## src/rtl/wf_player_if.sv

```systemverilog
// wf_player_if: signal bundle between the waveform player, its control
// source, the DPBRAM read port and the current-control loop.
//
// Signal groups
//   control : wf_start (level, rising edge starts), wf_stop (level abort),
//             wf_loop, wf_len (1..2**ADDR_W, 0 = no run), wf_div (period)
//   ram     : ram_en / ram_addr toward the DPBRAM, ram_dout back from it
//   output  : wf_data, wf_valid, wf_idx, wf_busy, wf_done
//
// Handshake semantics: there is no ready/backpressure anywhere. wf_valid,
// wf_done and ram_en are single-cycle strobes that the receiver must take
// in the cycle they are high; wf_data/wf_idx stay stable between strobes.
//
// Modports
//   slave  : the player itself
//   master : the environment (controller, RAM model, setpoint consumer)
interface wf_player_if #(
  parameter int ADDR_W = 9,
  parameter int DATA_W = 16,
  parameter int DIV_W  = 16
);
  logic              wf_start;
  logic              wf_stop;
  logic              wf_loop;
  logic [ADDR_W:0]   wf_len;
  logic [DIV_W-1:0]  wf_div;

  logic              ram_en;
  logic [ADDR_W-1:0] ram_addr;
  logic [DATA_W-1:0] ram_dout;

  logic [DATA_W-1:0] wf_data;
  logic              wf_valid;
  logic [ADDR_W-1:0] wf_idx;
  logic              wf_busy;
  logic              wf_done;

  modport slave (
    input  wf_start, wf_stop, wf_loop, wf_len, wf_div, ram_dout,
    output ram_en, ram_addr, wf_data, wf_valid, wf_idx, wf_busy, wf_done
  );

  modport master (
    output wf_start, wf_stop, wf_loop, wf_len, wf_div, ram_dout,
    input  ram_en, ram_addr, wf_data, wf_valid, wf_idx, wf_busy, wf_done
  );
endinterface

```

## src/rtl/wf_player.sv

```systemverilog
// wf_player: waveform playback engine. Reads samples back from the DPBRAM
// read port at a programmable sample period and presents each one as a
// setpoint word with a one-cycle valid strobe. One-shot or looped playback,
// immediate abort via wf_stop.
//
// Ports
//   clk        system clock
//   rst        synchronous reset, active-high
//   bus        wf_player_if.slave (control, DPBRAM read port, setpoint out)
//   dbg_state  current FSM state encoding, for observation only
//
// Timing (start edge sampled in cycle T, RAM latency L, period d):
//   T+1         FETCH, ram_en pulse, address 0, period counter 0
//   T+2..T+1+L  WAIT for read data
//   T+2+L       LATCH, wf_valid strobe with the new sample
//   then HOLD until the period counter wraps, which starts the next FETCH.
module wf_player #(
  parameter int ADDR_W  = 9,
  parameter int DATA_W  = 16,
  parameter int RAM_LAT = 1,
  parameter int DIV_W   = 16
) (
  input  logic         clk,
  input  logic         rst,
  wf_player_if.slave   bus,
  output logic [2:0]   dbg_state
);

  typedef enum logic [2:0] {
    S_IDLE  = 3'd0,
    S_FETCH = 3'd1,
    S_WAIT  = 3'd2,
    S_LATCH = 3'd3,
    S_HOLD  = 3'd4
  } state_t;

  // FETCH + RAM_LAT wait cycles + LATCH must fit inside one period.
  localparam logic [DIV_W-1:0] MIN_DIV = DIV_W'(RAM_LAT + 2);
  localparam int WCNT_W = (RAM_LAT > 1) ? $clog2(RAM_LAT) : 1;
  localparam logic [WCNT_W-1:0] WCNT_LAST = WCNT_W'((RAM_LAT > 0) ? RAM_LAT - 1 : 0);

  state_t            state;
  logic              start_d;
  logic [ADDR_W:0]   len_r;
  logic [DIV_W-1:0]  div_r;
  logic [DIV_W-1:0]  cnt;
  logic [WCNT_W-1:0] wcnt;
  logic [ADDR_W-1:0] addr;

  logic              ram_en_r;
  logic [DATA_W-1:0] data_r;
  logic              valid_r;
  logic [ADDR_W-1:0] idx_r;
  logic              busy_r;
  logic              done_r;

  logic start_edge;
  logic period_end;
  logic last_idx;

  assign start_edge = bus.wf_start & ~start_d;
  assign period_end = (cnt == div_r - 1'b1);
  assign last_idx   = ({1'b0, addr} == (len_r - 1'b1));

  always_ff @(posedge clk) begin
    if (rst) begin
      state    <= S_IDLE;
      start_d  <= 1'b0;
      len_r    <= '0;
      div_r    <= '0;
      cnt      <= '0;
      wcnt     <= '0;
      addr     <= '0;
      ram_en_r <= 1'b0;
      data_r   <= '0;
      valid_r  <= 1'b0;
      idx_r    <= '0;
      busy_r   <= 1'b0;
      done_r   <= 1'b0;
    end else begin
      // Edge detector runs every cycle so a start held through a run
      // cannot look like a fresh edge when the run ends.
      start_d  <= bus.wf_start;
      ram_en_r <= 1'b0;
      valid_r  <= 1'b0;
      done_r   <= 1'b0;

      if (state != S_IDLE && bus.wf_stop) begin
        // Abort: setpoint data/idx keep their last values.
        state  <= S_IDLE;
        busy_r <= 1'b0;
        addr   <= '0;
        cnt    <= '0;
      end else begin
        case (state)
          S_IDLE: begin
            busy_r <= 1'b0;
            addr   <= '0;
            cnt    <= '0;
            if (start_edge && !bus.wf_stop && bus.wf_len != '0) begin
              len_r    <= bus.wf_len;
              div_r    <= (bus.wf_div < MIN_DIV) ? MIN_DIV : bus.wf_div;
              state    <= S_FETCH;
              ram_en_r <= 1'b1;
              busy_r   <= 1'b1;
            end
          end

          default: begin
            if (period_end) begin
              // Period boundary: only reachable from LATCH or HOLD because
              // the period is never shorter than the fetch pipeline.
              cnt <= '0;
              if (last_idx) begin
                if (bus.wf_loop) begin
                  addr     <= '0;
                  state    <= S_FETCH;
                  ram_en_r <= 1'b1;
                end else begin
                  // busy stays high through the done cycle, IDLE drops it.
                  addr   <= '0;
                  state  <= S_IDLE;
                  done_r <= 1'b1;
                end
              end else begin
                addr     <= addr + 1'b1;
                state    <= S_FETCH;
                ram_en_r <= 1'b1;
              end
            end else begin
              cnt <= cnt + 1'b1;
              case (state)
                S_FETCH: begin
                  if (RAM_LAT == 0) begin
                    state   <= S_LATCH;
                    data_r  <= bus.ram_dout;
                    idx_r   <= addr;
                    valid_r <= 1'b1;
                  end else begin
                    state <= S_WAIT;
                    wcnt  <= '0;
                  end
                end
                S_WAIT: begin
                  if (wcnt == WCNT_LAST) begin
                    state   <= S_LATCH;
                    data_r  <= bus.ram_dout;
                    idx_r   <= addr;
                    valid_r <= 1'b1;
                  end else begin
                    wcnt <= wcnt + 1'b1;
                  end
                end
                S_LATCH: state <= S_HOLD;
                default: state <= state;
              endcase
            end
          end
        endcase
      end
    end
  end

  assign bus.ram_en   = ram_en_r;
  assign bus.ram_addr = addr;
  assign bus.wf_data  = data_r;
  assign bus.wf_valid = valid_r;
  assign bus.wf_idx   = idx_r;
  assign bus.wf_busy  = busy_r;
  assign bus.wf_done  = done_r;
  assign dbg_state    = state;

endmodule

```

## src/flat_wrapper.sv

```systemverilog
// flat-port wrapper written by rule: the top's interface ports become plain ports
module wf_player_flat 
#(
  parameter int ADDR_W  = 9,
  parameter int DATA_W  = 16,
  parameter int RAM_LAT = 1,
  parameter int DIV_W   = 16
)
  (clk, rst, dbg_state, bus_wf_start, bus_wf_stop, bus_wf_loop, bus_wf_len, bus_wf_div, bus_ram_dout, bus_ram_en, bus_ram_addr, bus_wf_data, bus_wf_valid, bus_wf_idx, bus_wf_busy, bus_wf_done);
  wf_player_if #(.ADDR_W(ADDR_W), .DATA_W(DATA_W), .DIV_W(DIV_W)) bus_i ();
  input  logic clk;
  input  logic rst;
  output logic [2:0] dbg_state;
  input wire logic [$bits(bus_i.wf_start)-1:0] bus_wf_start;
  input wire logic [$bits(bus_i.wf_stop)-1:0] bus_wf_stop;
  input wire logic [$bits(bus_i.wf_loop)-1:0] bus_wf_loop;
  input wire logic [$bits(bus_i.wf_len)-1:0] bus_wf_len;
  input wire logic [$bits(bus_i.wf_div)-1:0] bus_wf_div;
  input wire logic [$bits(bus_i.ram_dout)-1:0] bus_ram_dout;
  output wire logic [$bits(bus_i.ram_en)-1:0] bus_ram_en;
  output wire logic [$bits(bus_i.ram_addr)-1:0] bus_ram_addr;
  output wire logic [$bits(bus_i.wf_data)-1:0] bus_wf_data;
  output wire logic [$bits(bus_i.wf_valid)-1:0] bus_wf_valid;
  output wire logic [$bits(bus_i.wf_idx)-1:0] bus_wf_idx;
  output wire logic [$bits(bus_i.wf_busy)-1:0] bus_wf_busy;
  output wire logic [$bits(bus_i.wf_done)-1:0] bus_wf_done;
  assign bus_i.wf_start = bus_wf_start;
  assign bus_i.wf_stop = bus_wf_stop;
  assign bus_i.wf_loop = bus_wf_loop;
  assign bus_i.wf_len = bus_wf_len;
  assign bus_i.wf_div = bus_wf_div;
  assign bus_i.ram_dout = bus_ram_dout;
  assign bus_ram_en = bus_i.ram_en;
  assign bus_ram_addr = bus_i.ram_addr;
  assign bus_wf_data = bus_i.wf_data;
  assign bus_wf_valid = bus_i.wf_valid;
  assign bus_wf_idx = bus_i.wf_idx;
  assign bus_wf_busy = bus_i.wf_busy;
  assign bus_wf_done = bus_i.wf_done;
  wf_player #(.ADDR_W(ADDR_W), .DATA_W(DATA_W), .RAM_LAT(RAM_LAT), .DIV_W(DIV_W)) u_core (.clk(clk), .rst(rst), .bus(bus_i), .dbg_state(dbg_state));
endmodule
```

## config.mk

```make
export PLATFORM = sky130hd
export DESIGN_NAME = wf_player_flat
export DESIGN_NICKNAME = d
export VERILOG_FILES = /design/src/rtl/wf_player_if.sv /design/src/rtl/wf_player.sv /design/src/flat_wrapper.sv
export SDC_FILE = /design/constraint.sdc
export NUM_CORES = 1
export LEC_CHECK = 0
export CAP_MARGIN = 40
export CORE_MARGIN = 1.5
export CORE_UTILIZATION = 55
export CTS_BUF_LIST = sky130_fd_sc_hd__clkbuf_16
export DETAILED_ROUTE_END_ITERATION = 10
export PLACE_DENSITY = 0.85
export SLEW_MARGIN = 30
export SYNTH_ARGS = -nofsm -noshare
export SYNTH_HDL_FRONTEND = slang
export SYNTH_SLANG_ARGS = --single-unit
```

## constraint.sdc

```tcl
create_clock -name clk -period 5.3 [get_ports clk]
set_input_delay 0.53 -clock clk [delete_from_list [all_inputs] [get_ports clk]]
set_output_delay 0.53 -clock clk [all_outputs]
set_load 0.02 [all_outputs]
```

## After elaboration in Yosys (flattened, before gate mapping)

Cells that the tools add are included.
W data, S select, Z words.

- Add/sub/neg operators: 5
- Multipliers: 0
- Div/mod/pow operators: 0
- Magnitude comparators: 1
- Eq/ne operators: 7
- Shift operators: 0
- Multiplexer cells: 18
- Bitwise gates (word level): 8
- Reductions and logical operators: 18

Operators with widths:

| cell | number |
|---|---|
| $add A16 B1 Y16 const B | 1 |
| $eq A16 B16 Y1 | 1 |
| $lt A16 B2 Y1 const B | 1 |
| $mux W16 | 1 |
| $sub A16 B1 Y16 const B | 1 |
| $mux W3 | 4 |
| $eq A9 B10 Y1 | 1 |
| $mux W1 | 10 |
| $reduce_bool A10 Y1 | 1 |
| $reduce_or A5 Y1 | 2 |
| $sub A10 B1 Y10 const B | 1 |
| $add A9 B1 Y9 const B | 1 |
| $mux W9 | 1 |
| $pmux W3 S3 | 1 |
| $not A1 Y1 | 7 |
| $eq A3 B2 Y1 const B | 2 |
| $reduce_and A3 Y1 | 2 |
| $reduce_and A5 Y1 | 1 |
| $reduce_bool A5 Y1 | 1 |
| $ne A4 B4 Y1 const B | 1 |
| $reduce_and A4 Y1 | 1 |
| $reduce_or A4 Y1 | 1 |
| $eq A3 B1 Y1 const B | 1 |
| $logic_and A1 B1 Y1 | 3 |
| 10 further kinds | 10 |

- Bits in registers: 85
- Bits in latches: 0
- Bits in writable memories: 0
- ROM bits: 0
- Input bits: 47
- Output and inout bits: 41
- Logic and storage cells: 70
- Memories: 0

## Longest topological paths before layout

- Word-level depth: 6
- Depth in mapped cells: 14
- Depth with buffers taken out: 10

## Worst setup path after synthesis

OpenSTA, ideal clock, no wires.

- Path kind: register to register
- From: register u_core.div_r[3]
- To: register u_core.addr[5] (netlist: u_core.bus.ram_addr[5])
- Setup time: 68 ps
- Data arrival time: 3,056 ps
- Data required time: 5,232 ps
- Path slack: 2,176 ps
- Stages on the path, launching flop included: 11
- Buffers on the path: 2
- Clock period less this slack: 3,124 ps
- Path through: dfxtp_1 -> buf_6 -> or4_4 -> buf_6 -> nor4_1 -> mux2_2 -> o211ai_2 -> nand2_2 -> or4_4 -> or4_4 -> a21oi_2

- Word-level cells in the longest chain between the ends: 2

RTL lines:

| item | RTL line | text |
|---|---|---|
| from (decl) | wf_player.sv:45 | `logic [DIV_W-1:0] div_r;` |
| from (signal assigned) | wf_player.sv:102 | `div_r <= (bus.wf_div < MIN_DIV) ? MIN_DIV : bus.wf_div;` |
| $sub A16 B1 Y16 | wf_player.sv:62 | `assign period_end = (cnt == div_r - 1'b1);` |
| $eq A16 B16 Y1 | wf_player.sv:62 |  |
| to (signal assigned) | wf_player.sv:126 | `addr <= addr + 1'b1;` |
| to (decl) | wf_player.sv:48 | `logic [ADDR_W-1:0] addr;` |

No other way between the ends.
A chain may end at the register's enable or synchronous reset.

## Final worst setup path

- From: register u_core.div_r[0]
- To: register u_core.data_r[1] (netlist: u_core.bus.wf_data[1])

- Word-level cells in the longest chain between the ends: 4

RTL lines:

| item | RTL line | text |
|---|---|---|
| $sub A16 B1 Y16 | wf_player.sv:62 |  |
| $eq A16 B16 Y1 | wf_player.sv:62 |  |
| $not A1 Y1 (no line) | n/a |  |
| $reduce_and A5 Y1 (no line) | n/a |  |
| to (signal assigned) | wf_player.sv:136 | `data_r <= bus.ram_dout;` |
| to (signal assigned) | wf_player.sv:147 | `data_r <= bus.ram_dout;` |
| to (decl) | wf_player.sv:51 | `logic [DATA_W-1:0] data_r;` |

No other way between the ends.

==> reports/metrics.cfg <==
[synth]
avgSynthCellArea_sq_um = 8.782
synth_cells = 481
synth_top_area_share_pct = 39.81
netlist_area_sq_mm = 0.004224
async_flop_share_pct = 0
ys_warn_count = 0
yosysTopAreaCell = dfxtp_1
yosys-top-cells-area = dfxtp_1 40%, mux2i_1 12%, nor2_1 8.0%
synth-seq-cells = 84
syn_nets = 532
synth-main-ff-cell = dfxtp_1
seq_area_frac_synth_pct = 39.81
yosysUniqueCellTypes = 54
synth-edff-count = 0

[routing]
route.detailed.drc = 0
dr.pass1.iters = 4
wl_mm = 10.84
vias = 3789
ant_nets = 0
drtIter0Drc = 229
drt-vias-per-instance = 5.758
wl_per_cell_microns = 16.47

[sta]
fin_tns_setup_ps = 0
setup_violations = 0
min_period_over_period_pct = 68.84
hold_violations = 0
worst_slew_pin_slew_ps = 621.2
min_period_ps = 3649
final_max_slew_viol_count = 0
rsz0062_at_grt = false
clock-skew-final_ps = 6.002
maxSlewHeadroom_pct = 58.27
max_freq_mhz = 274.1

[floorplan]
die_h_microns = 90.64
row_count = 31
dieArea_sq_mm = 0.008215
start_util_pct = 57.62
die_width_microns = 90.64
ios = 88
core-area_sq_mm = 0.007331

[worst_hold_path]
hold_path_class = reg -> reg
min-delay-start = u_core.bus.wf_busy$_SDFFE_PP0P_
min_path_cells = 1
whs_endpoint = u_core.bus.wf_busy$_SDFFE_PP0P_

[layout]
syn2layout_area_growth_pct = 29.03
final_cell_count_no_fill = 658
fin_util_pct = 74.35
finalNetCount = 605
diodes = 0
drive_gt1_share_pct = 6.798
fin_area_sq_mm = 0.005450

[clock_network]
cts_max_level = 3
cts_buffer_depth = 2
clock-sinks = 84
postCtsSetupBuffers = 0
clk-insertion-delay-late_ps = 340
cts_resized = 0
cts_made_buffers = 9
cts_tree = done
cts.reportedPaths.clkPinSlew_ps = 70
cts_root_buf = clkbuf_16
hold_buffers = 0

[setup_path]
rr_worst_depth = 11
arrival_ps = 3850
crit_chain = inv_1 -> ha_1 -> or3b_2 -> nor4_2 -> xor2_1 -> a311oi_1 -> or3_1 -> o21ai_4 -> buf_16 -> mux2i_1 -> nor2_1
crit_path_start_kind = flop
critical-path-max-stage-delay_ps = 520
critPathMaxFanout = 18
slowest_stage = ha_1
end_kind = flop
worst_ep_required_time_ps = 5500
r2r_end = u_core.bus.wf_data[1]$_SDFFE_PP0P_
critPathTopFamily = simple AND/OR/NAND/NOR gates
path_buf_inv = 2
rrSetupSlack_ps = 1650
worstSetupPathType = reg -> reg
r2r_start = u_core.div_r[0]$_SDFFE_PP0P_

[grt]
antenna_found_initial = 0
grt-ovfl-total = 0
grt_pass1_wl_mm = 18.08
grt_max_degree = 59
track_usage_pct = 27.17
grt_pass1_vias = 3869

[place]
place_hpwl_mm = 7.857
place.gp.congestion = 0.9093
dpl_cell_area_sq_mm = 0.005131
portBuffers = 87
dp_cells = 640

[status]
status = finished clean

[pwr]
power.density_mw_per_mm2 = 277.7
ir_worst_vdd_v = 0.0001911
p_leak_uw = 0.002281

[run]
cap_violations = 0

-- report_power, final --
| group | switching, uW | internal [uW] |
|---|---|---|
| sequential | 17.1 | 645 |
| combinational | 104 | 103 |
| clock | 273 | 372 |
| total | 394 | 1120 |
-- metrics by stage --
stage	setup slack [ps]	hold WS, ps	total power, uW
2_1_floorplan	2176	451.0	807.8
3_3_place_gp	1555	457.9	872.0
3_5_place_dp	1731	451.9	879.3
4_1_cts	1699	467.0	1519
5_1_grt	1377	512.1	1569
6_report	1651	463.1	1514
-- Yosys cell counts (3+ instances only) --
library cell / number
a211oi_1: 5
a21oi_1: 9
a31oi_1: 3
and3_1: 6
buf_2: 3
clkbuf_1: 21
dfxtp_1: 84
ha_1: 4
inv_1: 8
mux2_2: 3
mux2i_1: 50
nand2_1: 17
nand3_1: 20
nand3b_1: 3
nand4_1: 8
nor2_1: 90
nor2b_1: 5
nor3_1: 12
nor4_1: 19
nor4b_1: 3
o211ai_1: 4
o21a_1: 3
o21ai_1: 4
o31ai_1: 4
or2_1: 3
or3_1: 7
or4_1: 3
or4_4: 3
xnor2_1: 20
xor2_1: 25
-- how the worst max path moves through the flow --
stage	slack, ps	depth (start not counted)	end	start
6_report	1650	11	u_core.bus.wf_data[1]$_SDFFE_PP0P_	u_core.div_r[0]$_SDFFE_PP0P_
5_1_grt	1380	10	u_core.bus.ram_addr[3]$_SDFFE_PP0N_	u_core.div_r[0]$_SDFFE_PP0P_
4_1_cts	1700	11	u_core.bus.wf_data[6]$_SDFFE_PP0P_	u_core.div_r[0]$_SDFFE_PP0P_
3_5_place_dp	1730	11	u_core.bus.wf_idx[3]$_SDFFE_PP0P_	u_core.div_r[0]$_SDFFE_PP0P_
3_3_place_gp	1560	10	u_core.bus.wf_data[3]$_SDFFE_PP0P_	u_core.div_r[0]$_SDFFE_PP0P_
2_1_floorplan	2180	10	u_core.bus.ram_addr[5]$_SDFFE_PP0N_	u_core.div_r[3]$_SDFFE_PP0P_
-- registers in the layout, summed over array words and instances (netlist names), 3 cells and up --
signal / flops
u_core.bus.ram_addr: 9
u_core.len_r: 10
u_core.cnt: 16
u_core.bus.wf_data: 16
u_core.dbg_state: 3
u_core.bus.wf_idx: 9
u_core.div_r: 16
-- layout by cell type, fill, tap and decap left out, types with 4 or more instances in the layout --
cell	Yosys	final
clkbuf_16	0	9
nand3_1	20	20
a211oi_1	5	5
xnor2_1	20	20
ha_1	4	4
o31ai_1	4	4
nor4_1	19	19
or3_1	7	7
o211ai_1	4	4
nand4_1	8	8
buf_4	2	4
nor2b_1	5	5
xor2_1	25	25
nor2_1	90	90
dfxtp_1	84	84
nand2_1	17	17
a21oi_1	9	9
mux2i_1	50	50
inv_1	8	8
clkdlybuf4s50_1	0	86
nor3_1	12	12
and3_1	6	6
-- cell type report --
type	count	area, sq um
timing repair buffer	92	923.4
sequential	84	1682
multi-input combinational	359	2385
fill	494	1881
inverter	8	30.03
tap	99	123.9
clock buffer	9	225.2
clock inverter	7	81.33
-- kinds of logic after synthesis --
group / synth area share [%]
xor+xnor: 9.331
compound gates: 7.435
buf+inv: 3.999
flops: 39.81
fa+ha+maj: 1.185
simple gates: 25.59
mux: 12.65
-- metal layers --
layer  share of wire [%]  track usage (%)
met5                   0                0
met4                 3.5            12.57
met1                  40            32.21
met2                  50            46.80
met3                 6.1            5.556
No activity file was read; power rests on OpenSTA's default activity.
